File: src/rtl/btod_req_issuer_pkg.sv
// Shared types and default sizes for the btod request issuer and its command FIFO.
package btod_issuer_package;

  localparam int REQ_W_DEF       = 32;
  localparam int ACK_W_DEF       = 32;
  localparam int FIFO_DEPTH_DEF  = 4;
  localparam int TIMEOUT_CYC_DEF = 1024;
  localparam int CNT_W_DEF       = 16;

  typedef enum logic [1:0] {
    S_START    = 2'd0,
    S_NOTIFY   = 2'd1,
    S_READY    = 2'd2,
    S_WAIT_ACK = 2'd3
  } state_e;

  typedef logic [REQ_W_DEF-1:0] cmdSt;
  typedef logic [ACK_W_DEF-1:0] ackSt;

endpackage

File: src/rtl/btod_req_issuer_sync_fifo.sv
// Generic synchronous FIFO. Pointers carry one extra wrap bit so full and empty
// are told apart without a separate count.
module sync_fifo #(
  parameter int  DEPTH  = 4,
  parameter type data_t = btod_issuer_package::cmdSt
) (
  input  logic  clk,
  input  logic  rst_n,
  input  logic  i_push,
  input  data_t i_push_data,
  input  logic  i_pop,
  output data_t o_head,
  output logic  o_full,
  output logic  o_empty
);

  localparam int AW = $clog2(DEPTH);
  localparam logic [AW:0] PTR_ONE = (AW+1)'(1);

  logic [AW:0] r_wr_ptr;
  logic [AW:0] r_rd_ptr;
  data_t       r_mem [DEPTH];
  logic        w_push;
  logic        w_pop;

  assign o_empty = (r_wr_ptr == r_rd_ptr);
  assign o_full  = (r_wr_ptr[AW] != r_rd_ptr[AW]) &&
                   (r_wr_ptr[AW-1:0] == r_rd_ptr[AW-1:0]);
  assign o_head  = r_mem[r_rd_ptr[AW-1:0]];

  // Over-push and under-pop are dropped here so the caller cannot corrupt pointers.
  assign w_push = i_push & ~o_full;
  assign w_pop  = i_pop & ~o_empty;

  always_ff @(posedge clk) begin
    if (!rst_n) begin
      r_wr_ptr <= '0;
      r_rd_ptr <= '0;
      for (int i = 0; i < DEPTH; i++) begin
        r_mem[i] <= '0;
      end
    end else begin
      if (w_push) begin
        r_mem[r_wr_ptr[AW-1:0]] <= i_push_data;
        r_wr_ptr                <= r_wr_ptr + PTR_ONE;
      end
      if (w_pop) begin
        r_rd_ptr <= r_rd_ptr + PTR_ONE;
      end
    end
  end

endmodule

File: src/rtl/btod_req_issuer.sv
// Initiator for the btod request/ack channel: startDone handshake, then drains the
// command FIFO one outstanding request at a time, returning ack payloads via a 1-entry register.
//
// state      | meaning
// S_START    | first cycle after reset release, everything idle
// S_NOTIFY   | start_notify held high until start_ack
// S_READY    | started; issue when a command and a free rsp slot exist
// S_WAIT_ACK | btod_req held with stable data until btod_ack
module btod_req_issuer
  import btod_issuer_package::*;
#(
  parameter int REQ_W       = REQ_W_DEF,
  parameter int ACK_W       = ACK_W_DEF,
  parameter int FIFO_DEPTH  = FIFO_DEPTH_DEF,
  parameter int TIMEOUT_CYC = TIMEOUT_CYC_DEF,
  parameter int CNT_W       = CNT_W_DEF
) (
  input  logic             clk,
  input  logic             rst_n,
  input  logic             cmd_vld,
  output logic             cmd_rdy,
  input  logic [REQ_W-1:0] cmd_data,
  output logic             btod_req,
  output logic [REQ_W-1:0] btod_req_data,
  input  logic             btod_ack,
  input  logic [ACK_W-1:0] btod_ack_data,
  output logic             start_notify,
  input  logic             start_ack,
  output logic             rsp_vld,
  input  logic             rsp_rdy,
  output logic [ACK_W-1:0] rsp_data,
  output logic             started,
  output logic             err_timeout,
  input  logic             err_clr,
  output logic [CNT_W-1:0] req_cnt,
  output logic [CNT_W-1:0] ack_cnt
);

  localparam int WCNT_W = $clog2(TIMEOUT_CYC) + 1;
  localparam logic [WCNT_W-1:0] WCNT_SET = WCNT_W'(TIMEOUT_CYC - 2);
  localparam logic [WCNT_W-1:0] WCNT_MAX = WCNT_W'(TIMEOUT_CYC - 1);
  localparam logic [WCNT_W-1:0] WCNT_ONE = WCNT_W'(1);
  localparam logic [CNT_W-1:0]  CNT_ONE  = CNT_W'(1);

  state_e            r_state;
  state_e            w_state_nxt;
  logic [REQ_W-1:0]  r_req_data;
  logic              r_rsp_vld;
  logic [ACK_W-1:0]  r_rsp_data;
  logic              r_started;
  logic              r_err_timeout;
  logic [WCNT_W-1:0] r_wait_cnt;
  logic [CNT_W-1:0]  r_req_cnt;
  logic [CNT_W-1:0]  r_ack_cnt;

  logic              w_fifo_full;
  logic              w_fifo_empty;
  logic [REQ_W-1:0]  w_fifo_head;
  logic              w_push;
  logic              w_issue;
  logic              w_ack_take;
  logic              w_rsp_drain;
  logic              w_to_set;
  logic              w_in_wait;

  assign w_in_wait   = (r_state == S_WAIT_ACK);
  assign w_rsp_drain = r_rsp_vld & rsp_rdy;
  assign w_push      = cmd_vld & cmd_rdy;
  // Issue only when the response slot is free by the time this ack could land.
  assign w_issue     = (r_state == S_READY) & ~w_fifo_empty & (~r_rsp_vld | rsp_rdy);
  assign w_ack_take  = w_in_wait & btod_ack;
  assign w_to_set    = w_in_wait & ~btod_ack & (r_wait_cnt == WCNT_SET);

  sync_fifo #(
    .DEPTH  (FIFO_DEPTH),
    .data_t (logic [REQ_W-1:0])
  ) u_cmd_fifo (
    .clk         (clk),
    .rst_n       (rst_n),
    .i_push      (w_push),
    .i_push_data (cmd_data),
    .i_pop       (w_issue),
    .o_head      (w_fifo_head),
    .o_full      (w_fifo_full),
    .o_empty     (w_fifo_empty)
  );

  always_ff @(posedge clk) begin
    if (!rst_n) begin
      r_state <= S_START;
    end else begin
      r_state <= w_state_nxt;
    end
  end

  always_comb begin
    w_state_nxt = r_state;
    case (r_state)
      S_START:    w_state_nxt = S_NOTIFY;
      S_NOTIFY:   if (start_ack) w_state_nxt = S_READY;
      S_READY:    if (w_issue) w_state_nxt = S_WAIT_ACK;
      S_WAIT_ACK: if (btod_ack) w_state_nxt = S_READY;
      default:    w_state_nxt = S_START;
    endcase
  end

  always_comb begin
    start_notify = (r_state == S_NOTIFY);
    btod_req     = (r_state == S_WAIT_ACK);
    cmd_rdy      = (r_state != S_START) & ~w_fifo_full;
  end

  always_ff @(posedge clk) begin
    if (!rst_n) begin
      r_req_data    <= '0;
      r_rsp_vld     <= 1'b0;
      r_rsp_data    <= '0;
      r_started     <= 1'b0;
      r_err_timeout <= 1'b0;
      r_wait_cnt    <= '0;
      r_req_cnt     <= '0;
      r_ack_cnt     <= '0;
    end else begin
      if (start_notify && start_ack) begin
        r_started <= 1'b1;
      end

      if (w_issue) begin
        r_req_data <= w_fifo_head;
        r_req_cnt  <= r_req_cnt + CNT_ONE;
      end

      if (w_ack_take) begin
        r_rsp_vld  <= 1'b1;
        r_rsp_data <= btod_ack_data;
        r_ack_cnt  <= r_ack_cnt + CNT_ONE;
      end else if (w_rsp_drain) begin
        r_rsp_vld <= 1'b0;
      end

      // Saturates so the flag cannot re-fire after a clear while still waiting.
      if (w_issue) begin
        r_wait_cnt <= '0;
      end else if (w_in_wait && !btod_ack && (r_wait_cnt != WCNT_MAX)) begin
        r_wait_cnt <= r_wait_cnt + WCNT_ONE;
      end

      if (w_to_set) begin
        r_err_timeout <= 1'b1;
      end else if (err_clr) begin
        r_err_timeout <= 1'b0;
      end
    end
  end

  assign btod_req_data = r_req_data;
  assign rsp_vld       = r_rsp_vld;
  assign rsp_data      = r_rsp_data;
  assign started       = r_started;
  assign err_timeout   = r_err_timeout;
  assign req_cnt       = r_req_cnt;
  assign ack_cnt       = r_ack_cnt;

endmodule

File: config.mk
export PLATFORM = sky130hd
export DESIGN_NAME = btod_req_issuer
export DESIGN_NICKNAME = d
export VERILOG_FILES = /design/src/rtl/btod_req_issuer_pkg.sv /design/src/rtl/btod_req_issuer_sync_fifo.sv /design/src/rtl/btod_req_issuer.sv
export SDC_FILE = /design/constraint.sdc
export NUM_CORES = 1
export LEC_CHECK = 0
export CAP_MARGIN = 20
export CORE_AREA = 3 3 165 167
export DETAILED_ROUTE_END_ITERATION = 12
export DIE_AREA = 0 0 168 170
export HOLD_SLACK_MARGIN = 0.08
export PLACE_DENSITY = 0.72
export SLEW_MARGIN = 20
export SYNTH_ARGS = -nofsm -noshare
export SYNTH_HDL_FRONTEND = slang
export SYNTH_SLANG_ARGS = --single-unit
File: constraint.sdc
create_clock -name clk -period 5.14 [get_ports clk]
set_clock_uncertainty 0.1 [all_clocks]
set_input_delay 1.028 -clock clk [delete_from_list [all_inputs] [get_ports clk]]
set_output_delay 1.028 -clock clk [all_outputs]
set_load 0.02 [all_outputs]
==> impl_results.rst <==
.. list-table::
   :header-rows: 1

   * - Metric
     - Value
   * - Outcome
     - completed
   * - Critical Path Fanout Max
     - 19
   * - Die area
     - 28600 µm²
   * - Number of placed cells counting well taps
     - 1369
   * - RSZ-0062 raised after global routing
     - false
   * - Class of the tightest hold or removal check
     - flip-flop to flip-flop
   * - Post-layout min period
     - 3720 ps
   * - Global Route met1 Usage
     - 22.1%
   * - Overflow after GRT
     - 0
   * - Number of hold violations in the final report
     - 0
   * - Count of mapped cells out of synthesis
     - approximately 910
   * - Number of cells traversed by the worst hold path
     - 2
   * - Final-layout fill cell count
     - about 2300
   * - Number of hold-repair buffers added at the cts stage
     - 0
   * - Data arrival time of the critical path
     - 2590 ps
   * - Clock Path Buffers
     - 3
   * - Busiest layer in global routing
     - met2
   * - Reported leakage power
     - 4.48 nW
   * - Portion of synthesized cell area occupied by the leading cell type
     - 37.1%
   * - Top FF cell, synth
     - sky130_fd_sc_hd__edfxtp_1
   * - Routed Wire Length
     - 23.9 mm
   * - Number of vias per cell
     - between 5 and 6
   * - Flop and latch count out of synthesis
     - 246
   * - Combined global-route utilization of all metal layers
     - between 15 and 20%
   * - Average instance area after synthesis
     - 11.5 µm²
   * - Chain of cells forming the critical path
     - xnor2_1 > a31oi_1 > clkdlybuf4s50_1
   * - Clock transition at the registers of the reported paths
     - 60 ps
   * - Stages on worst setup path
     - 3
   * - Fraction of layout cells with a size suffix above 1
     - 8.96%
   * - Net count reported at finish
     - 1139
   * - Mapped Nets
     - ~980
   * - Start point of the critical path
     - u_cmd_fifo.r_rd_ptr[0]
   * - Cell with the largest stage delay on the worst path
     - sky130_fd_sc_hd__dfxtp_2
   * - Largest area contributor in the synthesized netlist
     - sky130_fd_sc_hd__edfxtp_1
   * - M3 GR Usage
     - 2.86%
   * - Number of setup buffers added after CTS
     - 0
   * - Global-route wire length before repair
     - between 30 and 40 mm
   * - Number of diodes added for antenna fixing
     - 0
   * - Post-cts repair resize count
     - 0
   * - Sequential element share of the synthesized area
     - 59.9%
   * - Starting DRT DRC Count
     - 565
   * - TritonCTS clock tree
     - done
   * - Element type at the critical path start
     - flip-flop
   * - WL per Instance
     - 16.9 µm
   * - Height of the die
     - approximately 170 µm
   * - Number of input and output port buffers inserted
     - 172
   * - Placer's final routability congestion estimate
     - 0.764
   * - Core outline area
     - 25900 µm²
   * - Number of antenna violations at the first check in global routing
     - 0
   * - Non-filler instance count after layout
     - 1417
   * - Total area of multi-input combinational cells
     - 3870 µm²
   * - Fmax
     - 269 MHz
   * - Cell Area, Synth
     - between 10000 and 15000 µm²
   * - Number of clock buffers inserted by TritonCTS
     - 26
   * - Critical path buffer and inverter count
     - 1
   * - Launch point of the worst reg-to-reg path
     - u_cmd_fifo.r_rd_ptr[0]
   * - Number of routed nets with antenna violations
     - 0
   * - Clock Sink Count
     - about 250
   * - Most common library cell in the layout ignoring fill and taps
     - sky130_fd_sc_hd__clkdlybuf4s50_1
   * - Number of distinct library cells after synthesis
     - 45
   * - Type of the setup path with the least slack
     - flip-flop to output port
   * - Total number of yosys warnings
     - 0
   * - Most frequent cells in the layout
     - sky130_fd_sc_hd__clkdlybuf4s50_1 (172), sky130_fd_sc_hd__nand2_1 (155), sky130_fd_sc_hd__and2_1 (130), sky130_fd_sc_hd__edfxtp_1 (128), sky130_fd_sc_hd__dfxtp_1 (116)
   * - Worst-case hold slack
     - 326 ps
   * - VDD IR max
     - 0.290 mV
   * - Power density over cell area
     - 321 nW/µm²
   * - Final clock period utilization by the worst path
     - 72.4%
   * - Max incr delay on CP
     - 790 ps
   * - Sort of element at the end of the critical path
     - output port
   * - Depth of the most critical reg-to-reg path
     - 4
   * - Max Cap Violations
     - 0
   * - Final HPWL from detailed placement
     - approximately 15 mm
   * - Data required, critical path
     - 4010 ps
   * - Met2 Resource Use GR
     - a little over a quarter
   * - Synthesis-to-finish area growth
     - 27.5%
   * - Maximum number of pins on one net before global-route repair
     - 60
   * - Accumulated negative setup slack
     - 0 ps
   * - First-pass DRT Iterations
     - 7
   * - Number of max-slew violations in the final report
     - 0
   * - Synth async-reset ratio
     - 0%
   * - Drc violations
     - 0
   * - H-tree lvl count
     - 1
   * - Effective utilization at floorplan
     - 40.0%
   * - Transition time at the pin with the least slew margin
     - just over 1000 ps
   * - Final setup vio count
     - 0
   * - Insertion delay of the later-clocked pin in the worst-skew pair
     - 520 ps
   * - Total Power
     - approximately 0.0042 W
   * - Top cells by area, synth
     - sky130_fd_sc_hd__edfxtp_1 (37%), sky130_fd_sc_hd__dfxtp_1 (23%), sky130_fd_sc_hd__and2_1 (7.8%), sky130_fd_sc_hd__mux4_2 (7.0%), sky130_fd_sc_hd__nand2_1 (5.6%)
   * - Clock root buffer master
     - sky130_fd_sc_hd__clkbuf_16
   * - Total number of vias
     - 7310
   * - Number of enable-type register cells in the synthesized netlist
     - ~130
   * - IO Count
     - 173
   * - Width of the die
     - 168 µm
   * - Sequential cell area
     - 6210 µm²
   * - Startpoint of the most critical hold path
     - r_wait_cnt[10]
   * - Via count of the first global-routing pass
     - 7171
   * - Site row count
     - 59
   * - Headroom to the max-slew limit
     - 31.2%
   * - Top Family by Delay on Critical Path
     - flip-flops
worst min-delay path, cell delays in order (launching register included):
cell                       delay [ps]
sky130_fd_sc_hd__dfxtp_1          300
sky130_fd_sc_hd__inv_1             40
sky130_fd_sc_hd__a311oi_1          30
per-stage QoR:
step | util (%) | cell area (µm²) | worst slack, ps
floorplan | - | 10400 | 900
global placement | 47.6 | 12300 | 1520
detailed placement | 47.8 | 12400 | 1460
CTS | 51.0 | 13200 | 1340
global route | 51.0 | 13200 | 1200
finish | 51.0 | 13200 | 1420
cells by family (layout without fill, tap and decap cells):
logic type,count (synthesis),count (layout),synth area share (%)
compound gates,134,134,7.39
buf+inv,68,245,3.08
flops,246,246,59.9
fa+ha+maj,6,6,0.724
simple gates,396,396,19.9
xor+xnor,18,18,1.59
mux,37,37,7.45
worst paths after layout:
check	slack, ps	end
worst max register to register	2150	r_wait_cnt[10]
worst max-delay path	1420	cmd_rdy
worst min-delay path	330	r_wait_cnt[10]
worst min register to register	330	r_wait_cnt[10]
where the power goes:
group | internal, W | switching [W] | total, W
clock network | 0.00106 | 0.000746 | 0.00181
logic | 0.000129 | 0.000145 | 0.000275
registers | 0.00213 | 0.0000297 | 0.00216
layer usage:
| metal | vias to the layer above | share of wire (%) |
|---|---|---|
| met2 | 237 | 47 |
| met5 | - | 0 |
| met3 | 28 | 6.4 |
| met4 | 0 | 1.7 |
| li1 | 3534 | - |
| met1 | 3511 | 45 |
flip-flops by register name, indices dropped and copies added (netlist names), 2 cells and up:
signal / flops
r_wait_cnt: 11
u_cmd_fifo.r_mem: 128
req_cnt: 16
btod_req_data: 32
u_cmd_fifo.r_rd_ptr: 3
rsp_data: 32
u_cmd_fifo.r_wr_ptr: 3
ack_cnt: 16
r_state: 2
final cells by class:
cell class,instances,area share [%]
Sequential cell,246,47.0
Tap cell,335,3.17
Timing Repair Buffer,185,13.9
Inverter,12,0.350
Multi-Input combinational cell,591,29.3
Clock buffer,37,5.70
Clock inverter,11,0.549
cell usage after synthesis (all sizes together) (2+ instances only):
cell type,number
inv,12
and2,130
ha,6
dfxtp,118
nor2b,2
a21oi,95
and3,7
nor3,7
nand3b,2
o21ai,15
mux4,32
or4,11
nand4,11
nor2,23
edfxtp,128
and4,6
xor2,7
nand2b,6
nor3b,2
nor4,3
nand2,155
mux2i,4
clkbuf,37
xnor2,11
or3,13
o31ai,12
a311oi,4
a31oi,2
nand3,16
buf,19
No activity file was read; power rests on OpenSTA's default activity.
